`src/rtl/spram_pkg.sv`:
```
`default_nettype none
// +----------------------------------------------------------------------+
// | spram_pkg : shared constants for single-port RAM access controllers  |
// | Rev 1.0   : initial release                                          |
// +----------------------------------------------------------------------+
package spram_pkg;

  localparam int   RD_LATENCY = 2;
  localparam logic CLI0       = 1'b0;
  localparam logic CLI1       = 1'b1;

endpackage
`default_nettype wire

```
`src/rtl/rr_arb2.sv`:
```
`default_nettype none
// +----------------------------------------------------------------------+
// | rr_arb2 : combinational two-way round-robin grant                    |
// | Rev 1.0 : initial release                                            |
// +----------------------------------------------------------------------+
module rr_arb2
  import spram_pkg::*;
(
  input  logic i_rst_n,
  input  logic i_req0,
  input  logic i_req1,
  input  logic i_last,
  output logic o_gnt0,
  output logic o_gnt1
);

  // On contention the client that did not win last time is served.
  always_comb begin
    o_gnt0 = 1'b0;
    o_gnt1 = 1'b0;
    if (i_rst_n) begin
      if (i_req0 && (!i_req1 || (i_last == CLI1))) begin
        o_gnt0 = 1'b1;
      end else if (i_req1) begin
        o_gnt1 = 1'b1;
      end
    end
  end

endmodule
`default_nettype wire

```
`src/rtl/spram_arbiter.sv`:
```
`default_nettype none
// +----------------------------------------------------------------------+
// | spram_arbiter : two-client round-robin front end for a single-port   |
// |                 RAM with registered address and 2-cycle read return  |
// | Rev 1.0       : initial release                                      |
// +----------------------------------------------------------------------+
module spram_arbiter
  import spram_pkg::*;
#(
  parameter int msb      = 8,
  parameter int addrsize = 8
) (
  input  logic                clka,
  input  logic                rsta_n,
  input  logic                req0,
  input  logic                we0,
  input  logic [addrsize-1:0] addr0,
  input  logic [msb-1:0]      wdata0,
  output logic                gnt0,
  output logic                rvalid0,
  output logic [msb-1:0]      rdata0,
  input  logic                req1,
  input  logic                we1,
  input  logic [addrsize-1:0] addr1,
  input  logic [msb-1:0]      wdata1,
  output logic                gnt1,
  output logic                rvalid1,
  output logic [msb-1:0]      rdata1,
  output logic                ram_wea,
  output logic [addrsize-1:0] ram_addra,
  output logic [msb-1:0]      ram_dina,
  input  logic [msb-1:0]      ram_douta
);

  logic                r_last;
  logic [addrsize-1:0] r_hold_addr;
  logic                r_s1_valid;
  logic                r_s1_owner;
  logic                r_rvalid0;
  logic                r_rvalid1;
  logic [msb-1:0]      r_rdata0;
  logic [msb-1:0]      r_rdata1;

  logic                w_gnt0;
  logic                w_gnt1;
  logic                w_acc;
  logic                w_sel;
  logic                w_we;
  logic [addrsize-1:0] w_addr;
  logic [msb-1:0]      w_din;
  logic                w_fwd;
  logic [msb-1:0]      w_rd_data;

  rr_arb2 u_arb (
    .i_rst_n (rsta_n),
    .i_req0  (req0),
    .i_req1  (req1),
    .i_last  (r_last),
    .o_gnt0  (w_gnt0),
    .o_gnt1  (w_gnt1)
  );

  always_comb begin
    w_acc  = 1'b0;
    w_sel  = CLI0;
    w_we   = 1'b0;
    w_addr = r_hold_addr;
    w_din  = '0;
    if (req0 && w_gnt0) begin
      w_acc  = 1'b1;
      w_sel  = CLI0;
      w_we   = we0;
      w_addr = addr0;
      w_din  = wdata0;
    end else if (req1 && w_gnt1) begin
      w_acc  = 1'b1;
      w_sel  = CLI1;
      w_we   = we1;
      w_addr = addr1;
      w_din  = wdata1;
    end
  end

  // The RAM's douta still shows pre-write contents while a same-address
  // write is in progress, so forward the write data to keep write-first.
  assign w_fwd     = r_s1_valid && w_acc && w_we && (w_addr == r_hold_addr);
  assign w_rd_data = w_fwd ? w_din : ram_douta;

  always_ff @(posedge clka) begin
    if (!rsta_n) begin
      r_last      <= CLI1;
      r_hold_addr <= '0;
      r_s1_valid  <= 1'b0;
      r_s1_owner  <= CLI0;
      r_rvalid0   <= 1'b0;
      r_rvalid1   <= 1'b0;
      r_rdata0    <= '0;
      r_rdata1    <= '0;
    end else begin
      if (w_acc) begin
        r_last      <= w_sel;
        r_hold_addr <= w_addr;
      end
      r_s1_valid <= w_acc && !w_we;
      r_s1_owner <= w_sel;
      r_rvalid0  <= r_s1_valid && (r_s1_owner == CLI0);
      r_rvalid1  <= r_s1_valid && (r_s1_owner == CLI1);
      if (r_s1_valid && (r_s1_owner == CLI0)) begin
        r_rdata0 <= w_rd_data;
      end
      if (r_s1_valid && (r_s1_owner == CLI1)) begin
        r_rdata1 <= w_rd_data;
      end
    end
  end

  assign gnt0      = w_gnt0;
  assign gnt1      = w_gnt1;
  assign rvalid0   = r_rvalid0;
  assign rvalid1   = r_rvalid1;
  assign rdata0    = r_rdata0;
  assign rdata1    = r_rdata1;
  assign ram_wea   = w_we;
  assign ram_addra = w_addr;
  assign ram_dina  = w_din;

endmodule
`default_nettype wire
```
`config.mk`:
```
export PLATFORM = sky130hd
export DESIGN_NAME = spram_arbiter
export DESIGN_NICKNAME = d
export VERILOG_FILES = /design/src/rtl/spram_pkg.sv /design/src/rtl/rr_arb2.sv /design/src/rtl/spram_arbiter.sv
export SDC_FILE = /design/constraint.sdc
export NUM_CORES = 1
export LEC_CHECK = 0
export ABC_AREA = 1
export CAP_MARGIN = 30
export CORE_ASPECT_RATIO = 0.9
export CORE_MARGIN = 8
export CORE_UTILIZATION = 40
export CTS_CLUSTER_SIZE = 14
export DETAILED_ROUTE_END_ITERATION = 16
export GPL_TIMING_DRIVEN = 0
export PLACE_DENSITY = 0.87
export SETUP_SLACK_MARGIN = 0.1
export SYNTH_ARGS = -nofsm -noshare
export SYNTH_HDL_FRONTEND = slang
export SYNTH_HIERARCHICAL = 1
export SYNTH_SLANG_ARGS = --single-unit
```
`constraint.sdc`:
```
create_clock -name clka -period 2.28 [get_ports clka]
set_clock_uncertainty 0.1 [all_clocks]
set_input_delay 0.57 -clock clka [delete_from_list [all_inputs] [get_ports clka]]
set_output_delay 0.57 -clock clka [all_outputs]
set_load 0.1 [all_outputs]
```
After elaboration in Yosys (flattened, before gate mapping). Cells that the tools add are included.

Bits in registers: 29. Bits of input ports: 46. Logic and storage cells: 37. Output and inout bits: 37.

Reductions and logical operators: 12. Multiplexer cells: 15. Bitwise operators: 1. Eq/ne operators: 1.

Operators by type and width (count): $mux W8 (5); $mux W1 (10); $logic_and A1 B1 Y1 (9); $eq A8 B8 Y1 (1); $logic_not A1 Y1 (2); $logic_or A1 B1 Y1 (1); $not A1 Y1 (1).

Logic depth before layout (Yosys ltp). Gate-level depths: netlist (run 1).

Depth in word-level cells: 12. Mapped depth: 18. Gate-level depth less buffers: 17.

By module. The synthesis (run 1) kept the hierarchy.

By module, submodules not included: spram_arbiter (area an instance 1890.6 um^2, seq. area each 580.6 um^2, instances 1, cells an instance 293); rr_arb2 (area an instance 30.0 um^2, seq. area each 0.0 um^2, instances 1, cells an instance 7).

Least setup slack after synthesis (run 1). No wires, ideal clock.

Path type: input to output. Start: input port req1. End: output port ram_addra[0]. Path buffers: 0. Cell stages on the path: 6. Arrival time: 4344 ps. Slack: -2734 ps. Data required time: 1610 ps. Path through: nand2_1 -> a21oi_1 -> nand2_2 -> nand2_2 -> inv_1 -> a21oi_1.

Cells in the longest elaborated chain, start to end: 8. Elaborated cells between the ends (all ways): 12. Classes of those cells: mux: 7; reduce/logical: 5.

Ends and longest elaborated chain: from (decl) (line spram_arbiter.sv:22) `input logic req1,`; $logic_not A1 Y1 (line rr_arb2.sv:22) `if (i_req0 && (!i_req1 || (i_last == CLI1))) begin`; $logic_or A1 B1 Y1 (line rr_arb2.sv:22); $logic_and A1 B1 Y1 (line rr_arb2.sv:22); $mux W1 * (line rr_arb2.sv:22); $mux W1 * (line rr_arb2.sv:21) `if (i_rst_n) begin`; net gnt1 (line spram_arbiter.sv:26) `output logic gnt1,`; $logic_and A1 B1 Y1 * (line spram_arbiter.sv:75) `end else if (req1 && w_gnt1) begin`; $mux W8 * (line spram_arbiter.sv:75); $mux W8 * (line spram_arbiter.sv:69) `if (req0 && w_gnt0) begin`; to (decl) (line spram_arbiter.sv:30) `output logic [addrsize-1:0] ram_addra,`.

Mark *: on every way through the listed nets, which the timed path passes. The rest lies on a longest branch.

Worst setup path in the final report (run 1).
Start: register r_last. End: output port ram_addra[6].

Cells in the longest elaborated chain, start to end: 7. Elaborated cells between the ends (all ways): 10. Classes of those cells: mux: 6; reduce/logical: 4.

Ends and longest elaborated chain: from (decl) (line spram_arbiter.sv:35) `logic r_last;`; from (signal assigned) (line spram_arbiter.sv:101) `r_last <= w_sel;`; $logic_or A1 B1 Y1 * (line rr_arb2.sv:22); $logic_and A1 B1 Y1 * (line rr_arb2.sv:22); $mux W1 (line rr_arb2.sv:22); $mux W1 (line rr_arb2.sv:21); $logic_and A1 B1 Y1 (line spram_arbiter.sv:75); $mux W8 (line spram_arbiter.sv:75); $mux W8 * (line spram_arbiter.sv:69).

Mark *: on every way between the ends. The rest lies on a longest branch, timed or not.

==> flow_metrics.py, run 1 <==
metrics = {
    "routing": {
        "vias": 2644,
        "wire_per_inst_um": 19.9,
        "drt_iter0_drc": 258,
        "drcViolationCount": 0,
        "dr.pass1.iters": 5,
        "ant_nets": 0,
        "routed_wl_mm": 9.44,
        "via_per_inst": 5.58,
    },
    "power": {
        "power.density_nw_per_um2": 513,
        "p_leak_uw": 0.00171,
        "peakVddDrop_mv": 0.452,
    },
    "clock_tree": {
        "cts_hold_buffers": 0,
        "cts_tree": "yes",
        "cts_buffers": 5,
        "clock_path_buffers": 2,
        "cts_max_level": 2,
        "path_clk_slew_ns": 0.07,
        "cts.sinks": 29,
        "insertion_delay_ns": 0.29,
        "cts_root_buf": "clkbuf_8",
    },
    "synth": {
        "async_flop_share_pct": 0,
        "synth_xor_area_share_pct": 0,
        "yosys.cell_types.count": 25,
        "synth-edff-count": 0,
        "syn_avg_cell_area_sq_um": 6.40,
        "synthMuxAreaShare_pct": 0,
        "postSynthCellCount": 300,
        "seq_area_frac_synth_pct": 30.2,
        "synthAdderAreaFrac_pct": 0,
        "synth_top_area_share_pct": 30.2,
        "synth-simple-area-share_pct": 50.0,
        "synth-main-ff-cell": "dfxtp_1",
        "synth_compound_area_share_pct": 4.43,
        "yosysMostFrequentCell": "nand2_1",
        "yosysTopAreaCell": "dfxtp_1",
        "yosys_warnings": 6,
        "syn_area_sq_um": 1920,
        "syn_nets": 346,
        "ys_ff_latch": 29,
        "synth_common_cells": "nand2_1 (66), inv_1 (55), nor2_1 (46)",
        "netlist_top_cells_area": "dfxtp_1 (30%), nand2_1 (13%), inv_1 (11%)",
        "synth_top_family_by_area": "simple AND/OR/NAND/NOR gates",
    },
    "timing": {
        "hold_ws_ns": 0.406,
        "hold_viol_final": 0,
        "worst_pin_slew_ns": 0.992,
        "fin_crit_ns": 2.50,
        "post-route-period-util_pct": 110,
        "drv_slew": 0,
        "max_slew_margin_pct": 34.1,
        "setup_violations": 33,
        "max_freq_mhz": 400,
        "setup_ws_ns": -0.219,
        "grt_setup_unrepaired": "yes",
    },
    "worst_setup_path": {
        "crit_path_max_fanout": 6,
        "slowest_stage": "dfxtp_2",
        "start_kind": "flip-flop",
        "setup.worst_path.end_class": "output pin",
        "required_ns": 1.61,
        "max_stage_delay_ns": 0.34,
        "path_cells": "inv_2 > nand2_8 > nand2_4 > nor2_4 > nand2_8 > nand2_8 > clkinvlp_4 > buf_12 > a21oi_4 > buf_12",
        "cpMostUsedCell": "nand2_8",
        "cp_data_arrival_time_ns": 1.83,
        "setup.worst_path.class": "flip-flop to output pin",
    },
    "floorplan": {
        "pin_count": 83,
        "die_area_sq_um": 7280,
        "initial_utilization_pct": 40.5,
        "fp-row-count": 24,
        "fp.dieW_um": 89.0,
        "die_h_um": 81.7,
        "core_area_sq_um": 4740,
    },
    "layout": {
        "syn2layout_area_growth_pct": 97.3,
        "final_nets": 454,
        "num_antenna_cells": 0,
        "regArea_sq_um": 582,
        "drive_above_1_share_pct": 37.4,
        "n_fill_cell": 291,
        "finish.utilization_pct": 79.9,
        "final_cells": 474,
        "multi_input_area_sq_um": 1480,
    },
    "run_status": {
        "violations": "setup timing",
        "outcome": "finished, violations left",
    },
    "run": {
        "cap_violations": 0,
    },
    "placement": {
        "placed_cells": 447,
        "gp_congestion": 0.865,
        "port-buffer-count": 82,
        "place_ws_ns": -1.94,
        "hpwl_mm": 5.07,
    },
    "grt": {
        "antenna_found_initial": 0,
        "grt_usage_pct": 24.6,
        "grt_start_max_net_pins": 11,
        "overflow": 0,
        "grt_pass1_vias": 2658,
        "grt_first_pass_wirelength_mm": 13.6,
    },
    "min_path": {
        "hold_class": "flip-flop to flip-flop",
    },
}
## cells in the final DEF (no fill, tap or decap), types with 8 or more instances in the layout
cell type	synthesis	layout
buf_12	1	22
clkdlybuf4s15_1	0	8
a21oi_4	0	8
nand2_2	9	15
buf_4	0	15
nor2_1	46	45
nand3_4	1	10
nand2_4	2	15
clkdlybuf4s50_1	0	42
nand3_1	28	20
nand3_2	16	15
inv_1	55	50
dfxtp_1	29	28
nand2_1	66	43
## worst paths after layout
path / from / end / slack [ns] / cells after the start
worst max register to register: r_last / rdata0[4] / -0.11 / 17
worst max-delay path: r_last / ram_addra[6] / -0.22 / 10
worst min-delay path: r_last / r_last / 0.41 / 2
worst min register to register: r_last / r_last / 0.41 / 2
## final cells by class
cell class	instances	area share (%)
Tap cell	65	2.15
Sequential cell	29	15.4
Multi-Input combinational cell	203	39.0
Clock buffer	7	2.28
Inverter	60	6.57
Clock inverter	1	0.793
Timing Repair Buffer	101	31.2
Buffer	8	2.71
## per-layer routing
metal / vias to the layer above / global-route usage (%) / wire, um
met5: - / 0 / 0
met4: 0 / 12.3 / 623
met3: 74 / 6.00 / 771
met2: 209 / 44.3 / 4730
met1: 1224 / 26.3 / 3310
li1: 1137 / - / -
## what timing repair did
item                                    CTS  global route
endpoints found under the setup margin   61            47
gates resized for setup                 249            27
pin swaps                                39            11
gates cloned                              2             1
setup buffers                            14             2
## logic make-up (layout without fill, tap and decap cells)
kind of cell / after synthesis / after routing
buf+inv: 68 / 177
flops: 29 / 29
simple gates: 186 / 186
compound gates: 17 / 17
## registers in the layout, summed over array words and instances (netlist names)
register and flops:
r_s1_valid 1, rdata0 8, rdata1 8, r_hold_addr 8
rvalid0 1, r_s1_owner 1, rvalid1 1, r_last 1
## metrics by stage
stage / setup TNS [ns] / instance area, sq um / total power [uW]
after floorplan: -20.45 / 2190 / 1010
after global placement: -47.93 / 3090 / 1190
after detailed placement: -49.42 / 3090 / 1200
after CTS: -1.72 / 3720 / 1880
after global routing: -5.91 / 3790 / 1980
final: -3.36 / 3790 / 1940
## where the power goes
group | internal [uW] | leakage, uW | switching [uW]
clock | 356 | 0.0000585 | 224
combinational | 294 | 0.00142 | 527
sequential | 528 | 0.000236 | 13.5
total | 1180 | 0.00171 | 765
## worst max-delay path, delay by kind of cell, from the launching register on
family                 cells  cell delay (ns)
buffers and inverters      4             0.53
AND/OR/NAND/NOR            5             0.47
flip-flops                 1             0.34
AO/OA/AOI/OAI              1             0.18
Power figures use the tool's default switching activity.
==> inputs of run 2 (changes only) <==
--- a/config.mk
+++ b/config.mk
@@ -13,9 +13,8 @@
 export CTS_CLUSTER_SIZE = 14
 export DETAILED_ROUTE_END_ITERATION = 16
 export GPL_TIMING_DRIVEN = 0
-export PLACE_DENSITY = 0.87
+export PLACE_DENSITY = 0.9
 export SETUP_SLACK_MARGIN = 0.1
 export SYNTH_ARGS = -nofsm -noshare
 export SYNTH_HDL_FRONTEND = slang
-export SYNTH_HIERARCHICAL = 1
 export SYNTH_SLANG_ARGS = --single-unit
==> run 2 against run 1 <==
Compared with the run above:
- synthesized cell count is 11% lower
- combinational power increased by 45%
- the flow still finishes with violations (setup timing)
- highest routed layer unchanged
- critical endpoint is now rdata0[2]
- via count grew 4.8%
- largest power group unchanged
- largest cell class unchanged
- non-clock buffer count increased by 16
==> flow_metrics.py, run 2 <==
metrics = {
    "clock_tree": {
        "cts_root_buf": "clkbuf_8",
        "cts_hold_buffers": 0,
        "cts.sinks": 29,
        "insertion_delay_ns": 0.30,
        "cts_tree": "yes",
        "clock_path_buffers": 2,
        "cts_buffers": 5,
        "path_clk_slew_ns": 0.07,
        "cts_max_level": 2,
    },
    "worst_setup_path": {
        "required_ns": 2.41,
        "reg2regPathDepth": 17,
        "slowest_stage": "dfxtp_4",
        "cp_data_arrival_time_ns": 2.62,
        "r2r-start": "r_last",
        "cp_top_family": "simple AND/OR/NAND/NOR gates",
        "setup.worst_path.end_class": "flip-flop",
        "max_stage_delay_ns": 0.38,
        "regToRegSetupSlack_ns": -0.21,
        "critPathBufInv": 5,
        "path_cells": "buf_12 > nand2_8 > inv_4 > nor2_4 > buf_4 > nand2_1 > nand2_2 > nand2_1 > nand2_1 > nor2_2 > nand2_4 > nor2_8 > buf_6 > nand3_2 > nand3_2 > nand2_1 > inv_1",
        "crit_path_max_fanout": 5,
        "start_kind": "flip-flop",
        "setup.worst_path.class": "flip-flop to flip-flop",
        "cpMostUsedCell": "nand2_1",
        "timing.rr.end": "rdata0[2]",
    },
    "layout": {
        "layout_common_cells": "inv_1 (42), nor2_1 (41), clkdlybuf4s50_1 (37)",
        "fin_area_sq_um": 3710,
        "final_nets": 437,
        "regArea_sq_um": 584,
        "n_fill_cell": 153,
        "final_cells": 441,
        "layout_commonest_cell": "inv_1",
        "drive_above_1_share_pct": 41.6,
        "syn2layout_area_growth_pct": 114,
        "multi_input_area_sq_um": 1410,
    },
    "placement": {
        "hpwl_mm": 4.79,
        "gp_congestion": 0.832,
        "port-buffer-count": 82,
        "place_ws_ns": -1.79,
        "placed_area_sq_um": 2830,
        "placed_cells": 397,
    },
    "floorplan": {
        "die_h_um": 78.5,
        "fp.dieW_um": 85.5,
        "initial_utilization_pct": 42.1,
        "pin_count": 83,
        "die_area_sq_um": 6710,
        "core_area_sq_um": 4130,
        "fp-row-count": 22,
    },
    "routing": {
        "routed_wl_mm": 11.0,
        "ant_nets": 0,
        "via_per_inst": 6.28,
        "drcViolationCount": 0,
        "vias": 2771,
        "drt_iter0_drc": 478,
        "wire_per_inst_um": 25.0,
        "dr.pass1.iters": 6,
    },
    "min_path": {
        "hp-start": "r_s1_owner",
        "hold_class": "flip-flop to flip-flop",
        "min_delay_path_depth": 1,
        "holdPathEnd": "rvalid0",
    },
    "power": {
        "peakVddDrop_mv": 0.516,
        "power.density_nw_per_um2": 595,
        "p_leak_uw": 0.00174,
    },
    "timing": {
        "max_slew_margin_pct": 33.6,
        "setup_ws_ns": -0.209,
        "setup_violations": 27,
        "post-route-period-util_pct": 109,
        "drv_slew": 0,
        "hold_viol_final": 0,
        "grt_setup_unrepaired": "yes",
        "hold_ws_ns": 0.398,
        "max_freq_mhz": 402,
        "fin_crit_ns": 2.49,
        "worst_pin_slew_ns": 1.00,
    },
    "synth": {
        "yosysMostFrequentCell": "nor2_1",
        "syn_avg_cell_area_sq_um": 6.50,
        "yosysTopAreaCell": "dfxtp_1",
        "ys_ff_latch": 29,
        "synth-main-ff-cell": "dfxtp_1",
        "synth_common_cells": "nor2_1 (49), inv_1 (45), nand2_1 (45)",
        "synth_top_area_share_pct": 33.4,
        "yosys_warnings": 0,
        "postSynthCellCount": 267,
        "netlist_top_cells_area": "dfxtp_1 (33%), nor2_1 (11%), inv_1 (9.7%)",
        "syn_nets": 313,
        "async_flop_share_pct": 0,
        "synth-edff-count": 0,
        "syn_area_sq_um": 1740,
        "yosys.cell_types.count": 25,
        "seq_area_frac_synth_pct": 33.4,
    },
    "grt": {
        "antenna_found_initial": 1,
        "grt_pass1_vias": 2419,
        "grt_first_pass_wirelength_mm": 11.7,
        "grt_usage_pct": 22.1,
        "overflow": 0,
        "grt_start_max_net_pins": 11,
    },
    "run_status": {
        "outcome": "finished, violations left",
        "violations": "setup timing",
    },
    "run": {
        "cap_violations": 0,
    },
}
## run 2: cell types whose count changed after synthesis, sizes merged, moves of 3 or more
cell	delta
nand3	-17
a22o	+8
o21ai	-8
inv	-11
nand3b	+3
nand2	-18
nand4	+9
a21oi	-3
## run 2: layer usage
| layer | wire, um | track usage [%] |
|---|---|---|
| met4 | 856 | 14.7 |
| met5 | 0 | 0 |
| met2 | 4920 | 37.3 |
| met3 | 1450 | 7.80 |
| met1 | 3790 | 22.8 |
## run 2: worst max-delay path by stage
stage           start           end  slack, ns  cells after the start
2_1_floorplan    req0  ram_addra[1]      -0.22                      6
3_3_place_gp     req0  ram_addra[1]      -1.76                      8
3_5_place_dp     req0  ram_addra[1]      -1.79                      8
4_1_cts        r_last  ram_addra[5]      -0.11                      9
5_1_grt        r_last  ram_addra[3]      -0.24                      9
6_report       r_last     rdata0[2]      -0.21                     17
## run 2: final cells by class
type / count / share of cell area (%)
Multi-Input combinational cell: 179 / 37.9
Timing Repair Buffer: 117 / 34.6
Clock inverter: 3 / 0.472
Antenna cell: 1 / 0.0674
Tap cell: 48 / 1.62
Sequential cell: 29 / 15.7
Buffer: 8 / 2.02
Inverter: 51 / 5.66
Clock buffer: 5 / 1.85
## run 2: where the power goes
group,internal (uW),switching (uW),leakage (uW)
sequential,545,32.2,0.000239
combinational,418,776,0.00146
clock,210,228,0.0000439
## run 2: logic make-up (layout without fill, tap and decap cells)
logic type	count (synthesis)	count (layout)	synth area share, %
simple gates	164	164	46.4
buf+inv	59	184	14.0
flops	29	29	33.4
compound gates	15	15	6.20
other cells	0	1	0
## run 2: per-stage QoR
| step | utilization [%] | power [uW] | TNS, ns |
|---|---|---|---|
| finish | 89.9 | 2210 | -3.15 |
| global route | 89.9 | 2250 | -3.99 |
| detailed placement | 68.6 | 1460 | -37.52 |
| global placement | 68.6 | 1450 | -36.68 |
| CTS | 78.4 | 1990 | -0.524 |
| floorplan | - | 1220 | -1.71 |
## run 2: what timing repair did
action                                  CTS  global route
endpoints found under the setup margin   58            46
buffers inserted                         21            17
pin swaps                                20            40
gates resized for setup                 213            93
endpoints found under the hold margin     0             0
